File: config.mk
export PLATFORM = sky130hd
export DESIGN_NAME = decoder_stack
export DESIGN_NICKNAME = d
export VERILOG_FILES = /design/src/rtl/decoder_pkg.sv /design/src/rtl/decoder_stack_mem.sv /design/src/rtl/decoder_stack.sv
export SDC_FILE = /design/constraint.sdc
export NUM_CORES = 1
export LEC_CHECK = 0
export ABC_AREA = 0
export BUFFER_PORTS_ARGS = -buffer_cell sky130_fd_sc_hd__buf_2
export CORE_UTILIZATION = 40
export DETAILED_ROUTE_END_ITERATION = 16
export GPL_TIMING_DRIVEN = 0
export PLACE_DENSITY = 0.62
export SYNTH_ARGS = -nofsm -noshare
export SYNTH_HDL_FRONTEND = slang
export SYNTH_SLANG_ARGS = --single-unit
File: constraint.sdc
create_clock -name clk -period 5.25 [get_ports clk]
set_clock_uncertainty 0.15 [all_clocks]
set_input_delay 1.575 -clock clk [delete_from_list [all_inputs] [get_ports clk]]
set_output_delay 1.575 -clock clk [all_outputs]
set_load 0.01 [all_outputs]
File: src/rtl/decoder_pkg.sv
// Shared constants and operation decode for the decoder stack and its controller.
package decoder_pkg;

  localparam int unsigned DEFAULT_DATA_WIDTH  = 32;
  localparam int unsigned DEFAULT_STACK_DEPTH = 16;

  typedef enum logic [1:0] {
    OP_IDLE = 2'd0,
    OP_PUSH = 2'd1,
    OP_POP  = 2'd2,
    OP_SWAP = 2'd3
  } stack_op_e;

  // Push and pop in the same cycle is a swap of the top entry.
  function automatic stack_op_e decode_op(input logic push, input logic pop);
    return stack_op_e'({pop, push});
  endfunction

endpackage

File: src/rtl/decoder_stack_mem.sv
// Stack storage: STACK_DEPTH x DATA_WIDTH register file, one synchronous write
// port and one combinational read port. No reset on the array.
module decoder_stack_mem #(
  parameter int unsigned DATA_WIDTH  = 32,
  parameter int unsigned STACK_DEPTH = 16
) (
  input  logic                           clk,
  input  logic                           we,
  input  logic [$clog2(STACK_DEPTH)-1:0] waddr,
  input  logic [DATA_WIDTH-1:0]          wdata,
  input  logic [$clog2(STACK_DEPTH)-1:0] raddr,
  output logic [DATA_WIDTH-1:0]          rdata
);

  logic [DATA_WIDTH-1:0] mem [STACK_DEPTH];

  always_ff @(posedge clk) begin
    if (we) mem[waddr] <= wdata;
  end

  assign rdata = mem[raddr];

endmodule

File: src/rtl/decoder_stack.sv
// LIFO stack with registered pop data, same-cycle push/pop swap and empty bypass.
// Define DECODER_STACK_ERR_EN to add sticky overflow/underflow outputs.
module decoder_stack
  import decoder_pkg::*;
#(
  parameter int unsigned DATA_WIDTH  = DEFAULT_DATA_WIDTH,
  parameter int unsigned STACK_DEPTH = DEFAULT_STACK_DEPTH
) (
  input  logic                             clk,
  input  logic                             rst,
  input  logic                             clear,
  input  logic                             push,
  input  logic [DATA_WIDTH-1:0]            din,
  input  logic                             pop,
  output logic [DATA_WIDTH-1:0]            dout,
  output logic                             dout_valid,
  output logic                             empty,
  output logic                             full,
  output logic [$clog2(STACK_DEPTH+1)-1:0] count
`ifdef DECODER_STACK_ERR_EN
  ,
  output logic                             overflow,
  output logic                             underflow
`endif
);

  localparam int unsigned CW = $clog2(STACK_DEPTH + 1);
  localparam int unsigned AW = $clog2(STACK_DEPTH);

  logic [CW-1:0]         sp, sp_d, sp_m1;
  logic [DATA_WIDTH-1:0] dout_d, rdata;
  logic                  dv_d;
  logic                  we;
  logic [AW-1:0]         waddr, top_addr;
  stack_op_e             op;

  assign op       = decode_op(push, pop);
  assign sp_m1    = sp - CW'(1);
  assign top_addr = AW'(sp_m1);
  assign empty    = (sp == '0);
  assign full     = (sp == CW'(STACK_DEPTH));
  assign count    = sp;

  decoder_stack_mem #(
    .DATA_WIDTH (DATA_WIDTH),
    .STACK_DEPTH(STACK_DEPTH)
  ) u_mem (
    .clk  (clk),
    .we   (we),
    .waddr(waddr),
    .wdata(din),
    .raddr(top_addr),
    .rdata(rdata)
  );

  // Next-state decode; clear overrides any push/pop and blocks the write.
  always_comb begin
    sp_d   = sp;
    dout_d = dout;
    dv_d   = 1'b0;
    we     = 1'b0;
    waddr  = AW'(sp);
    if (clear) begin
      sp_d = '0;
    end else begin
      unique case (op)
        OP_PUSH: begin
          if (!full) begin
            we   = 1'b1;
            sp_d = sp + CW'(1);
          end
        end
        OP_POP: begin
          if (!empty) begin
            dout_d = rdata;
            dv_d   = 1'b1;
            sp_d   = sp_m1;
          end
        end
        OP_SWAP: begin
          dv_d = 1'b1;
          if (empty) begin
            dout_d = din;
          end else begin
            dout_d = rdata;
            we     = 1'b1;
            waddr  = top_addr;
          end
        end
        default: ;
      endcase
    end
  end

  always_ff @(posedge clk or posedge rst) begin
    if (rst) begin
      sp         <= '0;
      dout       <= '0;
      dout_valid <= 1'b0;
    end else begin
      sp         <= sp_d;
      dout       <= dout_d;
      dout_valid <= dv_d;
    end
  end

`ifdef DECODER_STACK_ERR_EN
  // Sticky flags for rejected push (full) and rejected pop (empty).
  always_ff @(posedge clk or posedge rst) begin
    if (rst) begin
      overflow  <= 1'b0;
      underflow <= 1'b0;
    end else if (clear) begin
      overflow  <= 1'b0;
      underflow <= 1'b0;
    end else begin
      if (op == OP_PUSH && full)  overflow  <= 1'b1;
      if (op == OP_POP  && empty) underflow <= 1'b1;
    end
  end
`endif

endmodule

After elaboration in Yosys (flattened, before gate mapping)
Memory sizes are Yosys's and may differ from the RTL's.
Index checks and enable logic that the tools add are counted.
- output and inout port bits: 40
- memory bits (writable): 512
- memories: 1
- word-level logic and storage cells: 37
- register bits: 38
- input bits: 37
- bitwise operators: 1
- equality and inequality tests: 7
- multiplexer cells: 18
- reduce and logical (&&, ||, !) cells: 5
- add/sub/neg operators: 2
- memory list (memory ; words ; bits a word ; read ports ; clocked after memory_dff ; wr ports ; RTL line ; source):
    u_mem.mem ; 16 ; 32 ; 1 ; 0 ; 1 ; decoder_stack_mem.sv:15 ; logic [DATA_WIDTH-1:0] mem [STACK_DEPTH];
- operators with widths (kind ; count):
    32-bit two-way mux ; 2
    32-bit one-hot mux with 2 select lines ; 1
    5-bit two-way mux ; 3
    4-bit two-way mux ; 3
    5-bit one-hot mux with 2 select lines ; 1
    1-bit two-way mux ; 6
    3-bit != test (second input constant) ; 2
    3-bit AND reduction ; 2
    5-bit by 1-bit adder with 5-bit output (second input constant) ; 1
    5-bit == test (second input constant) ; 1
    5-bit zero test ; 1
    5-bit by 1-bit subtractor with 5-bit output (second input constant) ; 1
    2-bit == test (second input constant) ; 2
    1-bit one-hot mux with 2 select lines ; 2
    3-bit nonzero test ; 1
    2-bit by 1-bit == test with 1-bit output (second input constant) ; 1
    2-bit != test (second input constant) ; 1
    2-bit nonzero test ; 1
    1-bit inverter ; 1

Longest topological paths before layout
Gate-level depths: netlist of run 1.
- depth in word-level cells: 6
- depth in mapped cells: 12
- gate-level depth less buffers: 8

Cells and area by module
A second synthesis of run 1 with hierarchy kept.
- cell total of the unflattened synthesis: 1011
- area total of the unflattened synthesis: 21423.0 sq um
- modules (own cells, without submodules) (module ; area an instance (sq um) ; seq. area each (sq um) ; times used ; cells each):
    decoder_stack_mem ; 19213.4 ; 15374.7 ; 1 ; 806
    decoder_stack ; 2209.6 ; 950.9 ; 1 ; 205

Least setup slack after synthesis of run 1
No wires, ideal clock.
- path type: input port to flip-flop
- from: input clear
- to: memory u_mem.mem[5][0], enable pin
- data required time: 4.679 ns
- data arrival time: 3.945 ns
- stages: 6
- setup time: 0.421 ns
- slack: 0.734 ns
- cell sequence: buf_2 nand3b_1 nor2_2 a31oi_4 or2_1 nor2_1
- longest elaborated chain between the ends: 3
- elaborated cells on any way between the ends: 4
- classes of those cells: 4 x mux
- RTL lines (element ; RTL line ; source):
    start, declared ; decoder_stack.sv:11 ; input logic clear,
    1-bit two-way mux ; decoder_stack.sv:63 ; if (clear) begin
    1-bit two-way mux ; decoder_stack_mem.sv:18 ; if (we) mem[waddr] <= wdata;
    1-bit two-way mux (implied by the code) ; decoder_stack_mem.sv:18 ;
    end, declared ; decoder_stack_mem.sv:15 ;
Parallel ways exist; a longest one is shown, timed or not.

Worst setup path in the final report of run 1
- from: register sp[0], in the netlist count[0]
- to: memory u_mem.mem[4][31], enable pin
- longest elaborated chain between the ends: 6
- elaborated cells on any way between the ends: 12
- classes of those cells: 1 x add/sub; 1 x eq/ne; 9 x mux; 1 x reduce/logical
- RTL lines (element ; RTL line ; source):
    start, declared ; decoder_stack.sv:30 ; logic [CW-1:0] sp, sp_d, sp_m1;
    start signal, assigned ; decoder_stack.sv:101 ; sp <= sp_d;
    5-bit == test or 5-bit zero test (tied branches) ; decoder_stack.sv:41, decoder_stack.sv:40 ;
    1-bit two-way mux, on equally long branches ; decoder_stack.sv:68, decoder_stack.sv:82 ;
    1-bit one-hot mux with 2 select lines ; decoder_stack.sv:66 ; unique case (op)
    1-bit two-way mux ; decoder_stack.sv:63 ;
    1-bit two-way mux ; decoder_stack_mem.sv:18 ;
    1-bit two-way mux (implied by the code) ; decoder_stack_mem.sv:18 ;
Parallel ways exist; a longest one is shown, timed or not.

==> flow_summary.yaml, run 1 <==
die:
  dieWidth_um: 232.4
  rows: 84
  start_util_pct: 40.41
  ioPinCount: 77
  dieHeight_um: 232.4
  die_area_mm2: 0.05402
  fp.coreArea_mm2: 0.05255
global_route:
  grt_first_pass_wirelength_mm: 72.24
  grt.total_usage_pct: 18.37
  grt_pass1_vias: 11180
  grt_antenna_before_repair: 0
  grt_max_degree: 25
  grt-ovfl-total: 0
setup_path:
  cpMostUsedCell: "buf_2"
  regToRegStartpoint: "count[0]"
  cp.required_ns: 5.40
  r2r_slack_ns: 0.65
  cpMaxStageDelayCell: "nor2_4"
  crit_chain: "buf_4, buf_2, inv_1, ha_1, buf_2, buf_2, clkbuf_1, a31oi_1, nor2_4, buf_12"
  cp-start-kind: "flip-flop"
  path_depth: 10
  crit_family: "buffers and inverters"
  slowest_delay_ns: 0.69
  end_kind: "flip-flop"
  critPathKind: "flip-flop to flip-flop"
  r2r_end: "u_mem.mem[4][31]"
  cp_max_fo: 17
  crit_buf_inv: 7
  ff2ff_path_depth: 10
  arrival_ns: 4.75
clock_tree:
  clk_pin_slew_ns: 0.06
  cts.htree.levels: 2
  numCtsBuffers: 56
  cts.repair.resized: 0
  cts_buffer_depth: 3
  root_buffer: "clkbuf_16"
  ctsHoldBuffers: 0
  cts_tree: "yes"
  cts_setup_buffers: 0
  clkSinkCount: 550
  clk-insertion-delay-late_ns: 0.60
layout:
  final_common_cell: "edfxtp_1"
  final_core_util_pct: 47.02
  syn_to_final_growth_pct: 16.34
  drive_above_1_share_pct: 29.53
  num-nets-final: 1245
  layout_common_cells: "edfxtp_1, mux4_2, buf_2, nand2_1, clkbuf_16"
  antenna_cells: 0
  fin_area_mm2: 0.02471
logic_synthesis:
  async_flop_share_pct: 6.909
  ys_types: 46
  synth_warnings: 0
  synth.cell_area_mm2: 0.02124
  yosys_most_used_dff: "edfxtp_1"
  synth_cells: 1055
  ys_ff_latch: 550
  syn_area_per_cell_um2: 20.13
  ys_seq_area_share_pct: 76.87
  syn-num-nets: 1095
  synth_edf_count: 512
sta:
  clock.fmax_ghz: 0.2172
  hold_ws_ns: 0.3597
  tightest_slew_ns: 1.067
  post-route-period-util_pct: 87.71
  fin_crit_ns: 4.605
  setup_viol: 0
  timing.slew.headroom_pct: 28.56
  hold_violations: 0
  slew_violations: 0
  rsz0062_at_grt: "false"
power_and_ir_drop:
  power_switching_uw: 3411
  p_sw_share_pct: 29.21
  power_report.internal_total_uw: 8265
  pwr-share-comb_pct: 23.7
  irDropWorstVdd_mv: 0.2416
  pwr-share-seq_pct: 44.0
  p_clk_share_pct: 32.3
  p_leak_uw: 0.007997
  power_density_mw_per_mm2: 472.5
placed_design:
  place_congestion: 0.7616
  post-dp-hpwl_mm: 31.33
  placed_area_mm2: 0.02296
  port_buffers: 75
routing:
  drtIter0Drc: 1087
  vias_per_cell: 5.515
  wl_met1_mm: 20.82
  num_vias: 10710
  firstDrtPassIters: 5
  drc_errors: 0
  ant_nets: 0
  met3_length_mm: 2.460
  post_drt_wl_per_cell_um: 24.82
  routed.top_layer: "met4"
  wl_met2_mm: 23.69
  drt_wl_total_mm: 48.18
hold_path:
  holdPathEnd: "dout[27]"
  hp-start: "dout[27]"
  min_path_type: "flip-flop to flip-flop"
  holdPathStages: 2
job:
  maxCapViolations: 0
outcome:
  status: "finished clean"
-- stage by stage --
step | setup WS [ns] | setup TNS [ns] | total power [uW] | cells
2_1_floorplan | 0.7336 | 0 | 6979 | 1055
5_1_grt | 0.3583 | 0 | 12160 | 1941
3_5_place_dp | 0.5882 | 0 | 8034 | 1835
4_1_cts | 0.5700 | 0 | 11800 | 1941
6_report | 0.6453 | 0 | 11680 | 1941
3_3_place_gp | -1.285 | -513.80 | 7954 | 1818
-- tightest hold or removal path, stage by stage, from the launching register on --
cell     delay, ns
dfrtp_1       0.34
a22oi_1       0.06
o21ai_1       0.07
-- cell type report --
cell class | count | area, um2
inverter | 7 | 26.28
fill | 4414 | 27840
clock inverter | 19 | 135.1
multi-input combinational | 436 | 4703
timing repair buffer | 92 | 745.7
tap | 688 | 860.8
sequential | 550 | 16330
buffer | 62 | 302.8
clock buffer | 87 | 1609
-- state kept, by name, indices dropped and copies added (netlist names) --
name        cells
u_mem.mem     512
count           5
dout_valid      1
dout           32
-- cells by family after synthesis --
| logic type | synth area share, % |
|---|---|
| fa+ha+maj | 0.1768 |
| buf+inv | 1.549 |
| mux | 13.62 |
| xor+xnor | 0.2062 |
| simple gates | 3.812 |
| compound gates | 3.765 |
| flops | 76.87 |
-- layer usage --
| metal | global-route usage (%) | up-vias |
|---|---|---|
| li1 | - | 4635 |
| met1 | 25.49 | 5675 |
| met2 | 29.67 | 315 |
| met3 | 2.745 | 80 |
| met4 | 6.332 | 0 |
| met5 | 0 | - |
-- power groups by stage --
stage          clock network (uW)  registers [uW]  logic, uW
6_report                     3770            5140       2760
5_1_grt                      4000            5160       3000
4_1_cts                      3840            5150       2810
3_5_place_dp                    0            5230       2800
3_3_place_gp                    0            5240       2720
2_1_floorplan                   0            5270       1710
-- synth_stat cells (2+ instances only) --
master / n / share of area [%]
mux4_2: 128 / 14
clkbuf_1: 18 / 0.32
nor2_2: 2 / 0.059
ha_1: 3 / 0.18
o21ai_1: 29 / 0.68
edfxtp_1: 512 / 72
o21ai_2: 3 / 0.12
a31oi_1: 3 / 0.088
inv_1: 6 / 0.11
buf_1: 2 / 0.035
nor3_1: 7 / 0.16
nor2_1: 19 / 0.34
o22ai_1: 32 / 0.94
xnor2_1: 3 / 0.12
nand2b_1: 2 / 0.059
a21oi_1: 3 / 0.071
nand3_1: 35 / 0.82
a22oi_1: 32 / 1.1
xor2_1: 2 / 0.082
nor2b_1: 3 / 0.088
buf_4: 7 / 0.25
nand2_1: 100 / 1.8
nor3b_1: 4 / 0.14
buf_2: 35 / 0.82
o21ai_0: 7 / 0.16
dfrtp_1: 38 / 4.5
-- worst max path at each step --
| stage | start | end | slack, ns |
|---|---|---|---|
| after global placement | count[0] | u_mem.mem[12][31] | -1.28 |
| final | count[0] | u_mem.mem[4][31] | 0.65 |
| after global routing | count[0] | u_mem.mem[4][6] | 0.36 |
| after CTS | count[0] | u_mem.mem[4][6] | 0.57 |
| after floorplan | clear | u_mem.mem[5][0] | 0.73 |
| after detailed placement | count[0] | u_mem.mem[4][31] | 0.59 |
Power figures use the tool's default switching activity.
==> run 2: changes to the inputs <==
--- a/config.mk
+++ b/config.mk
@@ -8,6 +8,7 @@
 export ABC_AREA = 0
 export BUFFER_PORTS_ARGS = -buffer_cell sky130_fd_sc_hd__buf_2
 export CORE_UTILIZATION = 40
+export CTS_BUF_LIST = sky130_fd_sc_hd__clkbuf_2
 export DETAILED_ROUTE_END_ITERATION = 16
 export GPL_TIMING_DRIVEN = 0
 export PLACE_DENSITY = 0.62
==> flow_summary.yaml, run 2 (same netlist as run 1, synthesis figures left out) <==
layout:
  final_common_cell: "edfxtp_1"
  drive_above_1_share_pct: 36.39
  largest_register_ffs: 512
  final_core_util_pct: 46.24
  syn_to_final_growth_pct: 14.42
  top_register: "u_mem.mem"
  layout_common_cells: "edfxtp_1, clkbuf_2, mux4_2, buf_2, nand2_1"
  fillers: 4563
  num-nets-final: 1329
clock_tree:
  cts_tree: "yes"
  cts.htree.levels: 4
  ctsHoldBuffers: 0
  clk-insertion-delay-late_ns: 1.27
  root_buffer: "clkbuf_2"
  numCtsBuffers: 140
  cts_buffer_depth: 3
  clk_pin_slew_ns: 0.12
  cts_setup_buffers: 0
  clkSinkCount: 550
setup_path:
  critPathKind: "flip-flop to output port"
  cp.required_ns: 3.53
  regToRegStartpoint: "count[0]"
  cp-start-kind: "flip-flop"
  ff2ff_path_depth: 10
  cp_max_fo: 10
  crit_path_start: "count[0]"
  r2r_end: "u_mem.mem[4][13]"
  r2r_slack_ns: 0.62
  end_kind: "output port"
  critPathCapture: "empty"
  arrival_ns: 3.28
power_and_ir_drop:
  pwr-share-comb_pct: 25.4
  totalPowerFinal_uw: 10890
  power_density_mw_per_mm2: 448.2
  p_clk_share_pct: 27.5
  p_leak_uw: 0.008131
  power_report.internal_total_uw: 7371
  irDropWorstVdd_mv: 0.1862
  power_switching_uw: 3522
  pwr-share-seq_pct: 47.1
  p_sw_share_pct: 32.33
routing:
  firstDrtPassIters: 6
  drtIter0Drc: 897
  vias_per_cell: 5.365
  drt_wl_total_mm: 49.15
  drc_errors: 0
  post_drt_wl_per_cell_um: 23.54
  ant_nets: 0
  num_vias: 11200
placed_design:
  dp_slack_ns: 0.5882
  place_congestion: 0.7616
  port_buffers: 75
  post-dp-hpwl_mm: 31.33
job:
  maxCapViolations: 0
die:
  ioPinCount: 77
  dieHeight_um: 232.4
  dieWidth_um: 232.4
  start_util_pct: 40.41
  die_area_mm2: 0.05402
  fp.coreArea_mm2: 0.05255
  rows: 84
sta:
  setup_viol: 0
  tightest_slew_ns: 1.017
  post-route-period-util_pct: 95.41
  rsz0062_at_grt: "false"
  fin_crit_ns: 5.009
  hold_violations: 0
  timing.slew.headroom_pct: 31.86
  layout_setup_ws_ns: 0.2409
  slew_violations: 0
  hold_ws_ns: 0.2228
  clock.fmax_ghz: 0.1996
outcome:
  status: "finished clean"
global_route:
  grt.total_usage_pct: 18.98
  grt_first_pass_wirelength_mm: 73.55
  grt-ovfl-total: 0
  grt_antenna_before_repair: 2
  grt_max_degree: 25
  grt_pass1_vias: 11810
hold_path:
  min_path_type: "input port to async pin"
==> run 2: cell types whose count changed in the layout (fill, tap and decap cells not counted), moves of 2 or more <==
cell,previous run,this run
clkbuf_2,0,199
clkbuf_16,57,0
clkinv_1,5,34
clkbuf_1,41,18
clkbuf_8,7,0
inv_2,2,9
clkinv_2,9,3
bufinv_16,1,5
diode_2,0,4
inv_6,2,0
==> run 2: routing by layer <==
metal / routed length [um] / track usage (%) / part of all wire (%) / up-vias
met5: 0 / 0 / 0 / -
met2: 24040 / 29.78 / 49 / 382
li1: - / - / - / 4895
met4: 1203 / 8.512 / 2.4 / 0
met1: 20980 / 24.90 / 43 / 5849
met3: 2931 / 4.890 / 6.0 / 77
==> run 2: power groups by stage <==
stage	Sequential, uW	Combinational, uW	Clock (uW)
2_1_floorplan	5270	1710	0
3_3_place_gp	5240	2720	0
3_5_place_dp	5230	2800	0
4_1_cts	5140	2810	3080
5_1_grt	5160	3000	3290
6_report	5130	2770	2990
==> run 2: how the worst min path moves through the flow <==
stage,start,to
floorplan,dout[13],dout[13]
global placement,dout[27],dout[27]
detailed placement,dout[27],dout[27]
CTS,rst,dout[9]
global route,rst,dout[9]
finish,rst,dout[9]
==> run 2: layout make-up <==
cell class | count | area (um2) | share of cell area (%)
Antenna cell | 4 | 10.01 | 0.04119
Buffer | 62 | 302.8 | 1.246
Clock buffer | 199 | 996.0 | 4.098
Clock inverter | 50 | 330.3 | 1.359
Inverter | 7 | 26.28 | 0.1081
Multi-Input combinational cell | 436 | 4703 | 19.35
Sequential cell | 550 | 16330 | 67.18
Tap cell | 688 | 860.8 | 3.542
Timing Repair Buffer | 92 | 745.7 | 3.069
==> run 2: repair_timing <==
item,4_1_cts,5_1_grt
endpoints found under the hold margin,0,0
setup endpoints to repair,0,1
resized for setup,0,1
==> run 2: per-stage QoR <==
stage	cells	setup TNS (ns)	instance area, um2
2_1_floorplan	1055	0	21240
3_3_place_gp	1818	-513.80	22470
3_5_place_dp	1835	0	22960
4_1_cts	2084	0	24290
5_1_grt	2088	0	24300
6_report	2088	0	24300
==> run 2: critical path, cell delays in order (launching register included) <==
cell	delay [ns]
dfrtp_1	0.46
buf_4	0.24
buf_2	0.22
inv_2	0.12
ha_1	0.16
or4b_1	0.42
buf_2	0.19
inv_2	0.08
buf_2	0.13
